`src/rtl/alu_op_sequencer_pkg.sv`:
```
// rtl/alu_op_sequencer_pkg.sv - shared opcode, ALU select, FSM state and flag definitions
package alu_op_sequencer_pkg;

  localparam logic [3:0] OP_AND = 4'd0;
  localparam logic [3:0] OP_ADD = 4'd1;
  localparam logic [3:0] OP_LDA = 4'd2;
  localparam logic [3:0] OP_CLA = 4'd3;
  localparam logic [3:0] OP_CLE = 4'd4;
  localparam logic [3:0] OP_CMA = 4'd5;
  localparam logic [3:0] OP_CME = 4'd6;
  localparam logic [3:0] OP_CIR = 4'd7;
  localparam logic [3:0] OP_CIL = 4'd8;
  localparam logic [3:0] OP_INC = 4'd9;

  localparam logic [2:0] SEL_IDLE    = 3'd0;
  localparam logic [2:0] SEL_ADD     = 3'd1;
  localparam logic [2:0] SEL_AND     = 3'd2;
  localparam logic [2:0] SEL_PASS_DR = 3'd3;
  localparam logic [2:0] SEL_NOT_AC  = 3'd4;
  localparam logic [2:0] SEL_SHR     = 3'd5;
  localparam logic [2:0] SEL_SHL     = 3'd6;

  localparam int FLAG_CO  = 3;
  localparam int FLAG_OVF = 2;
  localparam int FLAG_N   = 1;
  localparam int FLAG_Z   = 0;

  typedef enum logic [2:0] {
    ST_IDLE = 3'd0,
    ST_RD   = 3'd1,
    ST_WAIT = 3'd2,
    ST_EXEC = 3'd3,
    ST_DONE = 3'd4
  } state_e;

  function automatic logic is_mem_op(input logic [3:0] op);
    return (op == OP_AND) || (op == OP_ADD) || (op == OP_LDA);
  endfunction

  // CLA/CLE/CME touch only AC/E directly and leave flags alone
  function automatic logic is_alu_op(input logic [3:0] op);
    return (op <= OP_INC) && (op != OP_CLA) && (op != OP_CLE) && (op != OP_CME);
  endfunction

  function automatic logic [2:0] alu_sel_for(input logic [3:0] op);
    case (op)
      OP_AND:  return SEL_AND;
      OP_ADD:  return SEL_ADD;
      OP_LDA:  return SEL_PASS_DR;
      OP_CMA:  return SEL_NOT_AC;
      OP_CIR:  return SEL_SHR;
      OP_CIL:  return SEL_SHL;
      OP_INC:  return SEL_ADD;
      default: return SEL_IDLE;
    endcase
  endfunction

endpackage

```
`src/rtl/alu_op_sequencer_if.sv`:
```
// rtl/alu_op_sequencer_if.sv - decoder, memory and ALU signals around the sequencer
interface alu_op_sequencer_if #(
  parameter int WIDTH = 16,
  parameter int AW    = 12
);
  logic             op_valid;
  logic             op_ready;
  logic [3:0]       op_code;
  logic [AW-1:0]    op_addr;
  logic             op_done;
  logic             op_err;
  logic             mem_rd;
  logic [AW-1:0]    mem_addr;
  logic [WIDTH-1:0] mem_rdata;
  logic             mem_rvalid;
  logic [WIDTH-1:0] alu_ac;
  logic [WIDTH-1:0] alu_dr;
  logic             alu_e;
  logic [2:0]       alu_select;
  logic [WIDTH-1:0] alu_out;
  logic             alu_carry;
  logic [3:0]       alu_flags;
  logic [3:0]       flags_q;

  modport slave (
    input  op_valid, op_code, op_addr, mem_rdata, mem_rvalid,
           alu_out, alu_carry, alu_flags,
    output op_ready, op_done, op_err, mem_rd, mem_addr,
           alu_ac, alu_dr, alu_e, alu_select, flags_q
  );

  modport master (
    output op_valid, op_code, op_addr, mem_rdata, mem_rvalid,
           alu_out, alu_carry, alu_flags,
    input  op_ready, op_done, op_err, mem_rd, mem_addr,
           alu_ac, alu_dr, alu_e, alu_select, flags_q
  );
endinterface

```
`src/rtl/alu_op_sequencer.sv`:
```
// rtl/alu_op_sequencer.sv - one-op-at-a-time sequencer owning AC/DR/E for an external ALU
module alu_op_sequencer
  import alu_op_sequencer_pkg::*;
#(
  parameter int WIDTH   = 16,
  parameter int AW      = 12,
  parameter int TIMEOUT = 15
) (
  input  logic              clk,
  input  logic              rst,
  alu_op_sequencer_if.slave bus
);

  localparam int CW = $clog2(TIMEOUT + 1);

  state_e           state_q, state_d;
  logic [3:0]       op_q, op_d;
  logic [AW-1:0]    addr_q, addr_d;
  logic [WIDTH-1:0] ac_q, ac_d;
  logic [WIDTH-1:0] dr_q, dr_d;
  logic             e_q, e_d;
  logic [3:0]       flags_q, flags_d;
  logic [2:0]       sel_q, sel_d;
  logic             err_q, err_d;
  logic [CW-1:0]    cnt_q, cnt_d;

  always_ff @(posedge clk) begin
    if (rst) begin
      state_q <= ST_IDLE;
      op_q    <= OP_AND;
      addr_q  <= '0;
      ac_q    <= '0;
      dr_q    <= '0;
      e_q     <= 1'b0;
      flags_q <= '0;
      sel_q   <= SEL_IDLE;
      err_q   <= 1'b0;
      cnt_q   <= '0;
    end else begin
      state_q <= state_d;
      op_q    <= op_d;
      addr_q  <= addr_d;
      ac_q    <= ac_d;
      dr_q    <= dr_d;
      e_q     <= e_d;
      flags_q <= flags_d;
      sel_q   <= sel_d;
      err_q   <= err_d;
      cnt_q   <= cnt_d;
    end
  end

  // alu_select is registered, so it is computed on the transition into EXEC
  always_comb begin
    state_d = state_q;
    op_d    = op_q;
    addr_d  = addr_q;
    ac_d    = ac_q;
    dr_d    = dr_q;
    e_d     = e_q;
    flags_d = flags_q;
    sel_d   = SEL_IDLE;
    err_d   = err_q;
    cnt_d   = cnt_q;

    case (state_q)
      ST_IDLE: begin
        if (bus.op_valid) begin
          op_d   = bus.op_code;
          addr_d = bus.op_addr;
          err_d  = 1'b0;
          if (is_mem_op(bus.op_code)) begin
            state_d = ST_RD;
          end else if (bus.op_code <= OP_INC) begin
            state_d = ST_EXEC;
            sel_d   = alu_sel_for(bus.op_code);
            if (bus.op_code == OP_INC) dr_d = WIDTH'(1);
          end else begin
            state_d = ST_DONE;
            err_d   = 1'b1;
          end
        end
      end

      ST_RD: begin
        cnt_d   = '0;
        state_d = ST_WAIT;
      end

      // read data arriving in the expiry cycle still counts as success
      ST_WAIT: begin
        if (bus.mem_rvalid) begin
          dr_d    = bus.mem_rdata;
          state_d = ST_EXEC;
          sel_d   = alu_sel_for(op_q);
        end else if (cnt_q == CW'(TIMEOUT)) begin
          state_d = ST_DONE;
          err_d   = 1'b1;
        end else begin
          cnt_d = cnt_q + CW'(1);
        end
      end

      ST_EXEC: begin
        case (op_q)
          OP_AND, OP_LDA, OP_CMA: ac_d = bus.alu_out;
          OP_ADD, OP_INC: begin
            ac_d = bus.alu_out;
            e_d  = bus.alu_carry;
          end
          OP_CIR: begin
            ac_d = bus.alu_out;
            e_d  = ac_q[0];
          end
          OP_CIL: begin
            ac_d = bus.alu_out;
            e_d  = ac_q[WIDTH-1];
          end
          OP_CLA:  ac_d = '0;
          OP_CLE:  e_d  = 1'b0;
          OP_CME:  e_d  = ~e_q;
          default: ;
        endcase
        if (is_alu_op(op_q)) begin
          flags_d = {e_d, bus.alu_flags[FLAG_OVF], bus.alu_flags[FLAG_N], bus.alu_flags[FLAG_Z]};
        end
        state_d = ST_DONE;
      end

      ST_DONE: state_d = ST_IDLE;

      default: state_d = ST_IDLE;
    endcase
  end

  assign bus.op_ready   = (state_q == ST_IDLE);
  assign bus.op_done    = (state_q == ST_DONE);
  assign bus.op_err     = (state_q == ST_DONE) && err_q;
  assign bus.mem_rd     = (state_q == ST_RD);
  assign bus.mem_addr   = addr_q;
  assign bus.alu_ac     = ac_q;
  assign bus.alu_dr     = dr_q;
  assign bus.alu_e      = e_q;
  assign bus.alu_select = sel_q;
  assign bus.flags_q    = flags_q;

endmodule

```
`src/flat_wrapper.sv`:
```
// flat-port wrapper written by rule: the top's interface ports become plain ports
module alu_op_sequencer_flat import alu_op_sequencer_pkg::*;
#(
  parameter int WIDTH   = 16,
  parameter int AW      = 12,
  parameter int TIMEOUT = 15
)
  (clk, rst, bus_op_valid, bus_op_code, bus_op_addr, bus_mem_rdata, bus_mem_rvalid, bus_alu_out, bus_alu_carry, bus_alu_flags, bus_op_ready, bus_op_done, bus_op_err, bus_mem_rd, bus_mem_addr, bus_alu_ac, bus_alu_dr, bus_alu_e, bus_alu_select, bus_flags_q);
  alu_op_sequencer_if #(.WIDTH(WIDTH), .AW(AW)) bus_i ();
  input  logic clk;
  input  logic rst;
  input wire logic [$bits(bus_i.op_valid)-1:0] bus_op_valid;
  input wire logic [$bits(bus_i.op_code)-1:0] bus_op_code;
  input wire logic [$bits(bus_i.op_addr)-1:0] bus_op_addr;
  input wire logic [$bits(bus_i.mem_rdata)-1:0] bus_mem_rdata;
  input wire logic [$bits(bus_i.mem_rvalid)-1:0] bus_mem_rvalid;
  input wire logic [$bits(bus_i.alu_out)-1:0] bus_alu_out;
  input wire logic [$bits(bus_i.alu_carry)-1:0] bus_alu_carry;
  input wire logic [$bits(bus_i.alu_flags)-1:0] bus_alu_flags;
  output wire logic [$bits(bus_i.op_ready)-1:0] bus_op_ready;
  output wire logic [$bits(bus_i.op_done)-1:0] bus_op_done;
  output wire logic [$bits(bus_i.op_err)-1:0] bus_op_err;
  output wire logic [$bits(bus_i.mem_rd)-1:0] bus_mem_rd;
  output wire logic [$bits(bus_i.mem_addr)-1:0] bus_mem_addr;
  output wire logic [$bits(bus_i.alu_ac)-1:0] bus_alu_ac;
  output wire logic [$bits(bus_i.alu_dr)-1:0] bus_alu_dr;
  output wire logic [$bits(bus_i.alu_e)-1:0] bus_alu_e;
  output wire logic [$bits(bus_i.alu_select)-1:0] bus_alu_select;
  output wire logic [$bits(bus_i.flags_q)-1:0] bus_flags_q;
  assign bus_i.op_valid = bus_op_valid;
  assign bus_i.op_code = bus_op_code;
  assign bus_i.op_addr = bus_op_addr;
  assign bus_i.mem_rdata = bus_mem_rdata;
  assign bus_i.mem_rvalid = bus_mem_rvalid;
  assign bus_i.alu_out = bus_alu_out;
  assign bus_i.alu_carry = bus_alu_carry;
  assign bus_i.alu_flags = bus_alu_flags;
  assign bus_op_ready = bus_i.op_ready;
  assign bus_op_done = bus_i.op_done;
  assign bus_op_err = bus_i.op_err;
  assign bus_mem_rd = bus_i.mem_rd;
  assign bus_mem_addr = bus_i.mem_addr;
  assign bus_alu_ac = bus_i.alu_ac;
  assign bus_alu_dr = bus_i.alu_dr;
  assign bus_alu_e = bus_i.alu_e;
  assign bus_alu_select = bus_i.alu_select;
  assign bus_flags_q = bus_i.flags_q;
  alu_op_sequencer #(.WIDTH(WIDTH), .AW(AW), .TIMEOUT(TIMEOUT)) u_core (.clk(clk), .rst(rst), .bus(bus_i));
endmodule
```
`config.mk`:
```
export PLATFORM = sky130hd
export DESIGN_NAME = alu_op_sequencer_flat
export DESIGN_NICKNAME = d
export VERILOG_FILES = /design/src/rtl/alu_op_sequencer_pkg.sv /design/src/rtl/alu_op_sequencer_if.sv /design/src/rtl/alu_op_sequencer.sv /design/src/flat_wrapper.sv
export SDC_FILE = /design/constraint.sdc
export NUM_CORES = 1
export LEC_CHECK = 0
export BUFFER_PORTS_ARGS = -buffer_cell sky130_fd_sc_hd__buf_2
export CORE_MARGIN = 5
export CORE_UTILIZATION = 40
export CTS_CLUSTER_DIAMETER = 200
export DETAILED_ROUTE_END_ITERATION = 7
export GPL_ROUTABILITY_DRIVEN = 0
export PLACE_DENSITY_LB_ADDON = 0.12
export SLEW_MARGIN = 15
export SYNTH_ARGS = -nofsm -noshare
export SYNTH_HDL_FRONTEND = slang
export SYNTH_SLANG_ARGS = --single-unit
```
`constraint.sdc`:
```
create_clock -name clk -period 2.01 [get_ports clk]
set_input_delay 0.1005 -clock clk [delete_from_list [all_inputs] [get_ports clk]]
set_output_delay 0.1005 -clock clk [all_outputs]
set_load 0.005 [all_outputs]
```
# After elaboration in Yosys (flattened, before gate mapping)
# Cells that the tools add are included.
[op_classes]
bitwise = 1
order_cmp = 2
n_reduce_logical = 22
n_mux = 30
eq_ne = 32
addsub = 1
[ops]
columns = ["cell", "count"]
rows = [
  ["$mux W16", 5],
  ["$pmux W16 S2", 2],
  ["$pmux W3 S6", 2],
  ["$mux W3", 9],
  ["$eq A4 B3 Y1 const B", 6],
  ["$eq A4 B4 Y1 const B", 5],
  ["$eq A4 B2 Y1 const B", 3],
  ["$pmux W3 S4", 1],
  ["$ne A2 B2 Y1 const B", 5],
  ["$eq A4 B1 Y1 const B", 2],
  ["$le A4 B4 Y1 const B", 2],
  ["$logic_not A4 Y1", 2],
  ["$mux W4", 2],
  ["$ne A4 B3 Y1 const B", 2],
  ["$pmux W4 S2", 1],
  ["$reduce_and A2 Y1", 4],
  ["$reduce_or A7 Y1", 1],
  ["$eq A3 B2 Y1 const B", 2],
  ["$ne A2 B1 Y1 const B", 3],
  ["$pmux W3 S2", 1],
  ["$reduce_and A6 Y1", 1],
  ["$reduce_bool A2 Y1", 3],
  ["$mux W1", 5],
  ["$pmux W1 S5", 1],
  ["other kinds (13)", 18],
]
[word_totals]
regBits = 64
word_cells = 98

# Logic depth before layout (Yosys ltp)
[depth]
ltp_word = 7
mapped_depth = 7

# Least setup slack after synthesis
# Ideal clock, no wire load.
[synth_timing]
kind = "reg2reg"
startpoint = "register u_core.state_q[2]"
endpoint = "register u_core.op_q[3]"
period_less_slack_ns = 1.468
setup_slack_ns = 0.542
n_path_buf = 2
arrival_ns = 1.335
path_stages_with_launch = 7
path_cell_list = "dfxtp_1 -> buf_2 -> nor3_1 -> nand2_1 -> buf_2 -> nand2_1 -> a21oi_1"
[synth_between]
elab_chain_len = 2
[synth_lines]
columns = ["element", "line", "rtl"]
rows = [
  ["start: declaration", "alu_op_sequencer.sv:16", "state_e state_q, state_d;"],
  ["start signal: assignment", "alu_op_sequencer.sv:40", "state_q <= state_d;"],
  ["$logic_not A3 Y1", "-", ""],
  ["net bus_op_ready", "flat_wrapper.sv:20", "output wire logic [$bits(bus_i.op_ready)-1:0] bus_op_ready;"],
  ["$reduce_and A2 Y1 (no source line)", "-", ""],
  ["end signal: assignment", "alu_op_sequencer.sv:41", "op_q <= op_d;"],
  ["end: declaration", "alu_op_sequencer.sv:17", "logic [3:0] op_q, op_d;"],
]
# The timed path passes the listed nets, and every way through them passes these cells.
# A chain may end at the register's enable or synchronous reset.

# Worst setup path after layout
[layout_timing]
startpoint = "register u_core.state_q[2]"
endpoint = "register u_core.flags_q[1] (netlist: u_core.bus.flags_q[1])"
[layout_between]
elab_chain_len = 2
[layout_lines]
columns = ["element", "line", "rtl"]
rows = [
  ["$eq A3 B2 Y1", "alu_op_sequencer.sv:66", "case (state_q)"],
  ["$reduce_and A2 Y1 (no source line)", "-", ""],
  ["end signal: assignment", "alu_op_sequencer.sv:46", "flags_q <= flags_d;"],
  ["end: declaration", "alu_op_sequencer.sv:22", "logic [3:0] flags_q, flags_d;"],
]
# No other way between the ends.

==> impl_metrics.tcl <==
set metrics [dict create \
    status "finished clean" \
    htreeDepth 3 \
    grt_max_degree 51 \
    hold_viol 0 \
    ys.warnings.count 0 \
    grt_pass1_wl_mm 12.3 \
    slew-limit-headroom_pct 41.1 \
    num_io_pins 113 \
    finalMaxSlewViolations 0 \
    layout.nets 520 \
    synthesis.nets 385 \
    die_area_mm2 0.00889 \
    path_class "reg2reg" \
    crit_required_ps 2200 \
    p_clk_share_pct 37.6 \
    num_vias 2749 \
    crit_chain "and3b_1, a22oi_2, mux2i_1, nor2_1" \
    viasPerCell 4.88 \
    postSynthCellCount 327 \
    wl_mm 7.45 \
    grt_pass1_vias 2657 \
    synth-edff-count 0 \
    path_clk_slew_ps 70 \
    drive_gt1_share_pct 30.8 \
    initialDrtViolationCount 91 \
    period_minus_slack_ps 1660 \
    final_common_cell "buf_2" \
    utilization_pct 58.1 \
    critical_path.top_delay_family "flip-flops" \
    comb_power_share_pct 17.7 \
    cp_slowest_cell "dfxtp_1" \
    diodes 0 \
    min_path_type "in2reg" \
    cellLeakagePower_uw 0.00177 \
    antenna_found_initial 0 \
    yosys.cell_types.count 49 \
    seqPwrFrac_pct 44.7 \
    yosys-top-cells-area "dfxtp_1 45%, nand2_1 6.7%, mux2i_1 6.7%" \
    rsz0062_at_grt "false" \
    drt_first_pass_iters 4 \
    peakVddDrop_v 0.000369 \
    power_switching_uw 843 \
    worstSetupEndpointType "flip-flop" \
    grt-ovfl-total 0 \
    area.growth.synth_to_final_pct 40.5 \
    synthFlopType "dfxtp_1" \
    pwr_density_cell_mw_per_mm2 789 \
    cp_max_fo 13 \
    core_area_mm2 0.00687 \
    max_freq_mhz 601 \
    place_inst 519 \
    numCtsBuffers 9 \
    worst_pin_slew_ps 883 \
    wl_per_cell_um 13.2 \
    die_w_um 94.3 \
    fin_setup_tns_ps 0 \
    yosys_register_bits 64 \
    nFillCells 645 \
    tritoncts "done" \
    start_util_pct 41.4 \
    layout_common_cells "111 x buf_2, 64 x dfxtp_1, 51 x nand2_1" \
    async_reset_ff_share_pct 0 \
    seq_area_frac_synth_pct 45.1 \
    std_cell_rows 30 \
    cts_setup_buffers 0 \
    hold-worst-slack_ps 12.7 \
    critPathMaxStageDelay_ps 600 \
    finalSetupViolations 0 \
    yosysTopAreaCell "dfxtp_1" \
    clock_latency_ps 340 \
    crit_arrival_ps 1860 \
    post-route-period-util_pct 82.7 \
    cts_root_buffer "clkbuf_8" \
    track_usage_pct 17.3 \
    dieHeight_um 94.3 \
    p_int_uw 2310 \
    hpwl_mm 4.98 \
    clock-sinks 64 \
    skew_ps 10.2 \
    swShare_pct 26.8 \
    io_buffers 111 \
    syn_area_mm2 0.00284 \
    final_antenna_net_count 0 \
    yosysTopAreaCellShare_pct 45.1 \
    syn_avg_cell_area_um2 8.69 \
    fin_cells 563 \
    remaining_drc_errors 0 \
    drv_cap 0 \
    cp-start-kind "flip-flop" \
    worst-path-buf-inv 0 \
    cts_buffer_depth 2 \
]
[sequential cells by signal, indices dropped and copies added (netlist names)]
| name | cells |
|---|---|
| u_core.bus.alu_dr | 16 |
| u_core.bus.flags_q | 4 |
| u_core.cnt_q | 4 |
| u_core.bus.alu_select | 3 |
| u_core.bus.alu_ac | 16 |
| u_core.op_q | 4 |
| u_core.err_q | 1 |
| u_core.bus.mem_addr | 12 |
| u_core.bus.alu_e | 1 |
| u_core.state_q | 3 |
[cells in the mapped netlist (3+ instances only)]
library cell  instances
o21ai_1              13
nor3_1                6
nor3b_1               3
a21oi_1              25
mux2i_1              19
o21ai_0               9
nor2_1               27
buf_2                 7
nor2b_1              21
nand2_1              51
a311oi_1              3
dfxtp_1              64
nand3b_1             15
and3b_1               5
clkbuf_1             13
[kinds of logic (layout without fill, tap and decap cells)]
family	count (synthesis)	after routing	synth area share, %
and+or+nand+nor	152	152	29.6
DFF	64	64	45.1
AOI/OAI and AO/OA	62	62	12.7
buffers and inverters	25	165	4.14
muxes	20	20	7.09
xor gates and xnor gates	3	3	0.925
adders and majority gates	1	1	0.440
[per-stage QoR]
step                      power (uW)  worst slack [ps]  instance area [um^2]
after floorplan                 1740               542                  2840
after global placement          1950               377                  3500
after detailed placement        1950               346                  3500
after CTS                       3190               327                  3990
after global routing            3330               199                  3990
final                           3150               347                  3990
[path summary, 6_finish.rpt]
path / start / endpoint / slack (ps) / depth (start not counted)
max: u_core.state_q[2] / u_core.bus.flags_q[1] / 350 / 4
min: bus_alu_flags[1] / u_core.bus.flags_q[1] / 10 / 3
max reg2reg: u_core.state_q[2] / u_core.bus.flags_q[1] / 350 / 4
min reg2reg: u_core.bus.mem_addr[3] / u_core.bus.mem_addr[3] / 450 / 2
[final cells by class]
cell class	count	area, um^2	area share [%]
Clock buffer	10	128	3.20
Inverter	2	7.51	0.188
Tap cell	96	120	3.01
Timing Repair Buffer	147	921	23.1
Sequential cell	64	1280	32.1
Multi-Input combinational cell	238	1450	36.4
Clock inverter	6	83.8	2.10
[timing repair]
item                                   4_1_cts  5_1_grt
endpoints found under the hold margin       28        0
gates resized for setup                      0        0
hold buffers                                28        0
[worst register-to-register path, stage by stage, from the launching register on]
cell and delay (ps):
dfxtp_1 600, and3b_1 290, a22oi_2 350, mux2i_1 240, nor2_1 50
[routing by layer]
| metal | track usage (%) | vias to the layer above | routed length, um |
|---|---|---|---|
| met1 | 20.8 | 1267 | 3340 |
| met3 | 5.45 | 15 | 490 |
| met4 | 8.78 | 0 | 167 |
| met2 | 27.7 | 68 | 3460 |
| met5 | 0 | - | 0 |
| li1 | - | 1399 | - |
[power by group through the flow]
stage	Clock, uW	Sequential, uW	Combinational (uW)
final	1180	1410	557
after global routing	1280	1420	622
after CTS	1220	1410	559
after detailed placement	0	1440	516
after global placement	0	1430	513
after floorplan	0	1400	333
No activity file was read; power rests on OpenSTA's default activity.
